$ cat src/rtl/fetch_stage.sv
// Instruction fetch stage: PC register, single-outstanding imem request, IF/ID pipeline register.
// A skid buffer holds a word returned under stall; DRAIN swallows a wrong-path in-flight request.
module fetch_stage #(
    parameter logic [31:0] RESET_PC = 32'h0000_0000
) (
    input  logic        clk,
    input  logic        reset,
    input  logic        stallF,
    input  logic        flushD,
    input  logic        pcsrcD,
    input  logic [31:0] pcbranchD,
    input  logic        jumpD,
    input  logic [31:0] pcjumpD,
    output logic        imem_req,
    output logic [31:0] imem_addr,
    input  logic [31:0] imem_rdata,
    input  logic        imem_ready,
    output logic [31:0] instrD,
    output logic [31:0] pcplus4D,
    output logic        validD,
    output logic [5:0]  opD
);

    typedef enum logic [1:0] {StFetch, StHold, StDrain} state_e;

    state_e      state_q, state_d;
    logic [31:0] pc_q, pc_d;
    logic [31:0] buf_q, buf_d;
    logic [31:0] redir_q, redir_d;
    logic [31:0] instr_q, instr_d;
    logic [31:0] pcplus4_q, pcplus4_d;
    logic        valid_q, valid_d;

    logic        redirect;
    logic [31:0] target;
    logic [31:0] pc_plus4;

    assign redirect = jumpD | pcsrcD;
    assign target   = {(jumpD ? pcjumpD[31:2] : pcbranchD[31:2]), 2'b00};
    assign pc_plus4 = pc_q + 32'd4;

    always_comb begin
        state_d   = state_q;
        pc_d      = pc_q;
        buf_d     = buf_q;
        redir_d   = redir_q;
        instr_d   = instr_q;
        pcplus4_d = pcplus4_q;
        valid_d   = valid_q;

        unique case (state_q)
            StFetch: begin
                if (redirect) begin
                    instr_d = 32'h0; pcplus4_d = 32'h0; valid_d = 1'b0;
                    if (imem_ready) begin
                        pc_d = target;
                    end else begin
                        redir_d = target;
                        state_d = StDrain;
                    end
                end else if (stallF) begin
                    if (imem_ready) begin
                        buf_d   = imem_rdata;
                        state_d = StHold;
                    end
                end else if (imem_ready) begin
                    instr_d   = imem_rdata;
                    pcplus4_d = pc_plus4;
                    valid_d   = 1'b1;
                    pc_d      = pc_plus4;
                end else begin
                    instr_d = 32'h0; pcplus4_d = 32'h0; valid_d = 1'b0;
                end
            end
            StHold: begin
                if (redirect) begin
                    instr_d = 32'h0; pcplus4_d = 32'h0; valid_d = 1'b0;
                    pc_d    = target;
                    state_d = StFetch;
                end else if (!stallF) begin
                    instr_d   = buf_q;
                    pcplus4_d = pc_plus4;
                    valid_d   = 1'b1;
                    pc_d      = pc_plus4;
                    state_d   = StFetch;
                end
            end
            StDrain: begin
                // The in-flight word is wrong-path; IF/ID only ever sees bubbles here.
                if (redirect || !stallF) begin
                    instr_d = 32'h0; pcplus4_d = 32'h0; valid_d = 1'b0;
                end
                if (imem_ready) begin
                    pc_d    = redirect ? target : redir_q;
                    state_d = StFetch;
                end else if (redirect) begin
                    redir_d = target;
                end
            end
            default: state_d = StFetch;
        endcase

        if (flushD) begin
            instr_d = 32'h0; pcplus4_d = 32'h0; valid_d = 1'b0;
        end
    end

    always_ff @(posedge clk) begin
        if (reset) begin
            state_q   <= StFetch;
            pc_q      <= RESET_PC;
            buf_q     <= 32'h0;
            redir_q   <= 32'h0;
            instr_q   <= 32'h0;
            pcplus4_q <= 32'h0;
            valid_q   <= 1'b0;
        end else begin
            state_q   <= state_d;
            pc_q      <= pc_d;
            buf_q     <= buf_d;
            redir_q   <= redir_d;
            instr_q   <= instr_d;
            pcplus4_q <= pcplus4_d;
            valid_q   <= valid_d;
        end
    end

    assign imem_req  = (state_q != StHold) && !reset;
    assign imem_addr = pc_q;
    assign instrD    = instr_q;
    assign pcplus4D  = pcplus4_q;
    assign validD    = valid_q;
    assign opD       = instr_q[31:26];

endmodule

$ cat config.mk
export PLATFORM = sky130hd
export DESIGN_NAME = fetch_stage
export DESIGN_NICKNAME = d
export VERILOG_FILES = /design/src/rtl/fetch_stage.sv
export SDC_FILE = /design/constraint.sdc
export NUM_CORES = 1
export LEC_CHECK = 0
export CORE_ASPECT_RATIO = 0.9
export CORE_MARGIN = 3
export CORE_UTILIZATION = 45
export DETAILED_ROUTE_END_ITERATION = 8
export PLACE_DENSITY = 0.8
export SYNTH_ARGS = -nofsm -noshare
export SYNTH_HDL_FRONTEND = slang
export SYNTH_SLANG_ARGS = --single-unit
$ cat constraint.sdc
create_clock -name clk -period 2.2 [get_ports clk]
set_input_delay 0.44 -clock clk [delete_from_list [all_inputs] [get_ports clk]]
set_output_delay 0.44 -clock clk [all_outputs]
set_load 0.02 [all_outputs]
## Word level (Yosys, flattened, before mapping)

Cells that the tools add are included.

- Bits in registers: 163
- Bits in latches: 0
- Memory bits (writable): 0
- ROM bits: 0
- Input bits: 103
- Output and inout bits: 104
- Word-level logic and storage cells: 78
- Memories: 0

- Add/sub/neg operators: 1
- Multipliers: 0
- Div/mod/pow operators: 0
- Magnitude comparators: 0
- Equality and inequality tests: 14
- Shift operators: 0
- Muxes and demuxes: 41
- Bitwise operators: 2
- Reductions and logical operators: 13

Operators with widths:

| cell | number |
|---|---|
| two-way mux 32 bit | 21 |
| one-hot mux 32 bit (3 select lines) | 3 |
| one-hot mux 32 bit (2 select lines) | 1 |
| adder 32 x 3 -> 32 bit (second input constant) | 1 |
| two-way mux 30 bit | 1 |
| inequality test 3 bit (second input constant) | 5 |
| two-way mux 2 bit | 7 |
| inequality test 2 bit (second input constant) | 6 |
| AND reduction 4 bit | 3 |
| AND reduction 5 bit | 2 |
| two-way mux 1 bit | 6 |
| one-hot mux 2 bit (3 select lines) | 1 |
| one-hot mux 1 bit (3 select lines) | 1 |
| nonzero test 3 bit | 1 |
| equality test 2 x 1 -> 1 bit (second input constant) | 1 |
| equality test 2 bit (second input constant) | 1 |
| logical NOT 1 bit | 2 |
| logical NOT 2 bit | 1 |
| inequality test 2 x 1 -> 1 bit (second input constant) | 1 |
| nonzero test 2 bit | 1 |
| OR reduction 2 bit | 1 |
| logical AND 1 bit | 1 |
| logical OR 1 bit | 1 |
| NOT 1 bit | 1 |
| OR 1 bit | 1 |

## Longest topological paths before layout

- Depth in word-level cells: 5
- Gate-level depth with buffers: 10
- Depth with buffers taken out: 7

## Worst setup path before layout

Ideal clock, no wire load.

- Kind: flip-flop to flip-flop
- Start point: reg state_q[0]
- End point: reg pc_q[30], in the netlist imem_addr[30]
- Data arrival time: 2.010 ns
- Data required time: 2.085 ns
- Setup slack: 0.075 ns
- Cell stages (with the launch flop): 9
- Path through: dfxtp_1 -> inv_1 -> ha_1 -> clkbuf_1 -> o21ba_2 -> a211o_1 -> a2111oi_0 -> a21oi_1 -> o21a_1

- Word-level cells in the longest chain between the ends: 3

Ends and longest elaborated chain:

| what | RTL line | source |
|---|---|---|
| from (decl) | 26 | `state_e state_q, state_d;` |
| from (signal assigned) | 110 | `state_q <= StFetch;` |
| from (signal assigned) | 118 | `state_q <= state_d;` |
| equality test 2 x 1 -> 1 bit, or another cell as far along | 51 | `unique case (state_q)` |
| inequality test 3 bit (no source line), or another cell as far along | - |  |
| AND reduction 5 bit (no source line) | - |  |
| to (signal assigned) | 119 | `pc_q <= pc_d;` |
| to (decl) | 27 | `logic [31:0] pc_q, pc_d;` |

Several ways; a longest one is shown, not always the timed one.
A chain may end at the register's enable or synchronous reset.

## Worst setup path after layout

- Start point: reg state_q[1]
- End point: reg pc_q[23], in the netlist imem_addr[23]

Same word-level chain as after synthesis.

==> reports/qor.txt <==
SETUP PATH
------------------------------------------------------------------------------------------
R2R setup slack                                                                    0.03 ns
Cells along the critical path                                                 inv_1 > ha_1 > or2_0 > buf_4 > a211oi_2 > nand2_1 > a211o_1 > o32ai_1
Worst Path Class, Setup                                                       register to register
Termination of the worst setup path                                           imem_addr[23]$_SDFFE_PP0P_
Critical R2R Capture                                                          imem_addr[23]$_SDFFE_PP0P_
Number of cell instances on the worst register-to-register path                          8
Beginning of the worst register-to-register path                              state_q[1]$_SDFFE_PP0P_
Crit path largest cell delay                                                       0.34 ns
Arrival time worst endpoint                                                        2.50 ns
Crit. Startpoint                                                              state_q[1]$_SDFFE_PP0P_
Required arrival time at the worst endpoint                                        2.53 ns
Worst setup EP type                                                               register
Launching element type of the critical path                                       register
Crit Path Max Fanout                                                                     5
Slowest cell on crit path                                                     sky130_fd_sc_hd__dfxtp_1

LAYOUT
------------------------------------------------------------------------------------------
Count of fill cells added during filler insertion                                     1463
Area of the multi-input gates                                                 0.00431 mm^2
Number of nets at the end of the flow                                                 1317
Count of non-filler cells in the finished layout                                      1458
Layout cells sized above 1                                                           0.126
Register area                                                                 0.00326 mm^2
Synthesis-to-finish area growth                                                      42.0%

SYNTH
------------------------------------------------------------------------------------------
Yosys warning count                                                                      0
Area of the mapped netlist                                                    0.00796 mm^2
Portion of the post-synthesis area used by sequential elements                       0.410
Number of standard cells after synthesis                                               983
Nets in the synthesized netlist                                                       1091
Number of different library cells in the post-synthesis netlist                         67
Number of enable-type register cells in the synthesized netlist                          0
Proportion of synthesized flip-flops having asynchronous set or reset                    0
Most used flip-flop cell after synthesis                                      sky130_fd_sc_hd__dfxtp_1
Flops & latches, synth                                                                 163
Syn Area/Cell                                                                    8.10 um^2

TIMING
------------------------------------------------------------------------------------------
Min cycle time layout                                                              2.17 ns
Post-route clock period utilization                                                  0.985
Pins Over Slew Limit                                                                     0
Final count of negative-setup-slack endpoints                                            0
Transition time at the pin with the least slew margin                             0.774 ns
Final Hold Violating Endpoints                                                           0
Min Hold Slack                                                                    0.450 ns
Relative slew margins                                                                0.484
Maximum clock rate                                                                 462 MHz
RSZ-0062 raised after global routing                                                   yes
Post-route clock skew                                                            0.0152 ns

RUN
------------------------------------------------------------------------------------------
Max-Cap Viols                                                                            0

POWER AND IR DROP
------------------------------------------------------------------------------------------
Peak supply drop                                                                  0.418 mV
LEAKAGE                                                                         0.00422 uW
Net switching fraction of the power                                                  0.318
Sequential share of power                                                            0.406
Pwr dens                                                                       723 mW/mm^2
Combinational group share of total power                                             0.260
Clock power frac                                                                     0.334
Internal power of the cells                                                        5580 uW
Net Sw Power                                                                       2600 uW

CLOCK NETWORK
------------------------------------------------------------------------------------------
CTS sink cnt                                                                           163
Clock edge transition at the registers on the reported setup and hold paths        0.06 ns
TritonCTS clock tree                                                                   yes
Clk_lat worst skew                                                                 0.43 ns
Clock buffers created by TritonCTS                                                      17
H-tree depth                                                                             4
Library cell used as clock root buffer                                        sky130_fd_sc_hd__clkbuf_16
# hold bufs at CTS                                                                       0
CTS max path bufs                                                                        2

DETAILED ROUTING
------------------------------------------------------------------------------------------
Final antenna-violating net count                                                        0
Wire length on met2                                                               11800 um
Met3 WL                                                                            2430 um
Via count                                                                             8508
Via-per-instance ratio                                                                5.84
Highest metal layer with signal wires                                                 met4
DRC violation count after routing                                                        0
WL per Instance                                                                    17.9 um
Number of DRC violations after detailed-routing iteration 0                            744
Final wirelength                                                                  26100 um
Post-Route M1 WL                                                                  11000 um
DRT Pass-1 Iters                                                                         8

GRT
------------------------------------------------------------------------------------------
Number of antenna violations at the first check in global routing                        1
Aggregate global routing overflow                                                        0
GRT Util Overall                                                                     0.262
Maximum number of pins on one net before global-route repair                            63
First-pass GRT wire length                                                        41300 um
Vias in the first global route                                                        7842

DIE
------------------------------------------------------------------------------------------
Placement Rows                                                                          45
Core ar.                                                                       0.0171 mm^2
Die height                                                                          132 um
Die outline area                                                               0.0193 mm^2
Starting utilization of the core area                                                0.465
Die X                                                                               146 um
Number of I/O pins                                                                     207

OUTCOME
------------------------------------------------------------------------------------------
Outcome                                                                       complete, no violations

HOLD PATH
------------------------------------------------------------------------------------------
Path category of the worst min-delay check                                    register to register

PLACE
------------------------------------------------------------------------------------------
Routability-driven placement congestion ratio                                        0.926
Instance count after placement with tap cells included                                1422
DP HPWL                                                                           18700 um
Number of port buffers                                                                 202

-- worst min-delay path by stage --
stage | startpoint | to | slack (ns) | cells past startpoint
after floorplan | buf_q[0]$_SDFFE_PP0P_ | buf_q[0]$_SDFFE_PP0P_ | 0.44 | 2
after global placement | pcplus4D[30]$_SDFFE_PP0P_ | pcplus4D[30]$_SDFFE_PP0P_ | 0.44 | 2
after detailed placement | pcplus4D[31]$_SDFFE_PP0P_ | pcplus4D[31]$_SDFFE_PP0P_ | 0.44 | 2
after CTS | buf_q[17]$_SDFFE_PP0P_ | buf_q[17]$_SDFFE_PP0P_ | 0.46 | 2
after global routing | buf_q[19]$_SDFFE_PP0P_ | buf_q[19]$_SDFFE_PP0P_ | 0.47 | 2
final | pcplus4D[31]$_SDFFE_PP0P_ | pcplus4D[31]$_SDFFE_PP0P_ | 0.45 | 2
-- power groups by stage --
| stage | logic (uW) | clock network (uW) | registers [uW] |
|---|---|---|---|
| after global placement | 2020 | 0 | 3370 |
| after global routing | 2280 | 2890 | 3340 |
| after detailed placement | 2050 | 0 | 3380 |
| final | 2120 | 2730 | 3320 |
| after CTS | 2060 | 2750 | 3310 |
| after floorplan | 951 | 0 | 3500 |
-- final cells by class --
cell class / count / area share
antenna: 1 / 0.000221
clock buffer: 18 / 0.0380
clock inverter: 14 / 0.00930
inverter: 20 / 0.00697
multi-input combinational: 711 / 0.381
sequential: 163 / 0.289
tap: 235 / 0.0260
timing repair buffer: 296 / 0.250
-- layer usage --
layer / GRT usage / vias up
met2: 0.399 / 450
li1: - / 4005
met4: 0.0993 / 0
met5: 0 / -
met1: 0.363 / 4002
met3: 0.0591 / 51
-- cell families (layout without fill, tap and decap cells) --
kind of cell               count (synthesis)  in the layout  synth area share
and+or+nand+nor                          356            356             0.204
AOI/OAI and AO/OA                        276            276             0.232
xor gates and xnor gates                  28             28            0.0308
buffers and inverters                    109            348            0.0567
adders and majority gates                  5              5           0.00786
other                                      0              1                 0
DFF                                      163            163             0.410
muxes                                     46             46            0.0586
-- layout by cell type (no fill, tap or decap), drive strengths merged, types with 12 or more instances in the layout --
cell             n
a211oi          31
a21oi           78
a221oi          41
a22oi           14
buf             96
clkbuf          18
clkdlybuf4s50  199
dfxtp          163
inv             23
mux2i           41
nand2          126
nand3           21
nand4           12
nor2           109
nor3            46
o21ai           48
xnor2           14
xor2            14
-- what timing repair did --
item | in CTS | in global routing
buffers inserted | 0 | 3
cloned | 0 | 0
setup endpoints to repair | 3 | 76
resized for setup | 3 | 10
pin swaps | 0 | 1
-- critical path: cells and delay by family, from the launching register on --
kind	cells	cell delay [ns]
AOI/OAI and AO/OA	3	0.83
adders and majority gates	1	0.23
buffers and inverters	2	0.25
DFF	1	0.34
and+or+nand+nor	2	0.43
-- cell usage after synthesis (all sizes together) (20+ instances only) --
cell | count | share of area
buf | 25 | 0.017
inv | 20 | 0.0094
dfxtp | 163 | 0.41
a21oi | 78 | 0.050
nand2 | 126 | 0.060
a211oi | 31 | 0.029
nand3 | 21 | 0.013
mux2i | 41 | 0.052
nor3 | 46 | 0.030
a221oi | 41 | 0.045
nor2 | 109 | 0.051
o21ai | 48 | 0.030
clkbuf | 64 | 0.030
-- metrics by stage --
| step | cell area [um^2] | setup slack [ns] | total power, uW | setup TNS [ns] | util |
|---|---|---|---|---|---|
| 2_1_floorplan | 7960 | 0.0751 | 4450 | 0 | - |
| 3_3_place_gp | 10700 | -0.168 | 5390 | -14.05 | 0.625 |
| 3_5_place_dp | 10700 | -0.212 | 5430 | -18.29 | 0.625 |
| 4_1_cts | 11200 | 0.00543 | 8130 | 0 | 0.656 |
| 5_1_grt | 11300 | -0.113 | 8520 | -3.06 | 0.660 |
| 6_report | 11300 | 0.0332 | 8180 | 0 | 0.660 |
-- sequential cells by signal (all words and copies together), names as in the netlist --
register	count
buf_q	32
imem_addr	32
instrD	32
pcplus4D	32
redir_q	32
state_q	2
validD	1
Note: power is estimated with default switching activity, not from simulation.
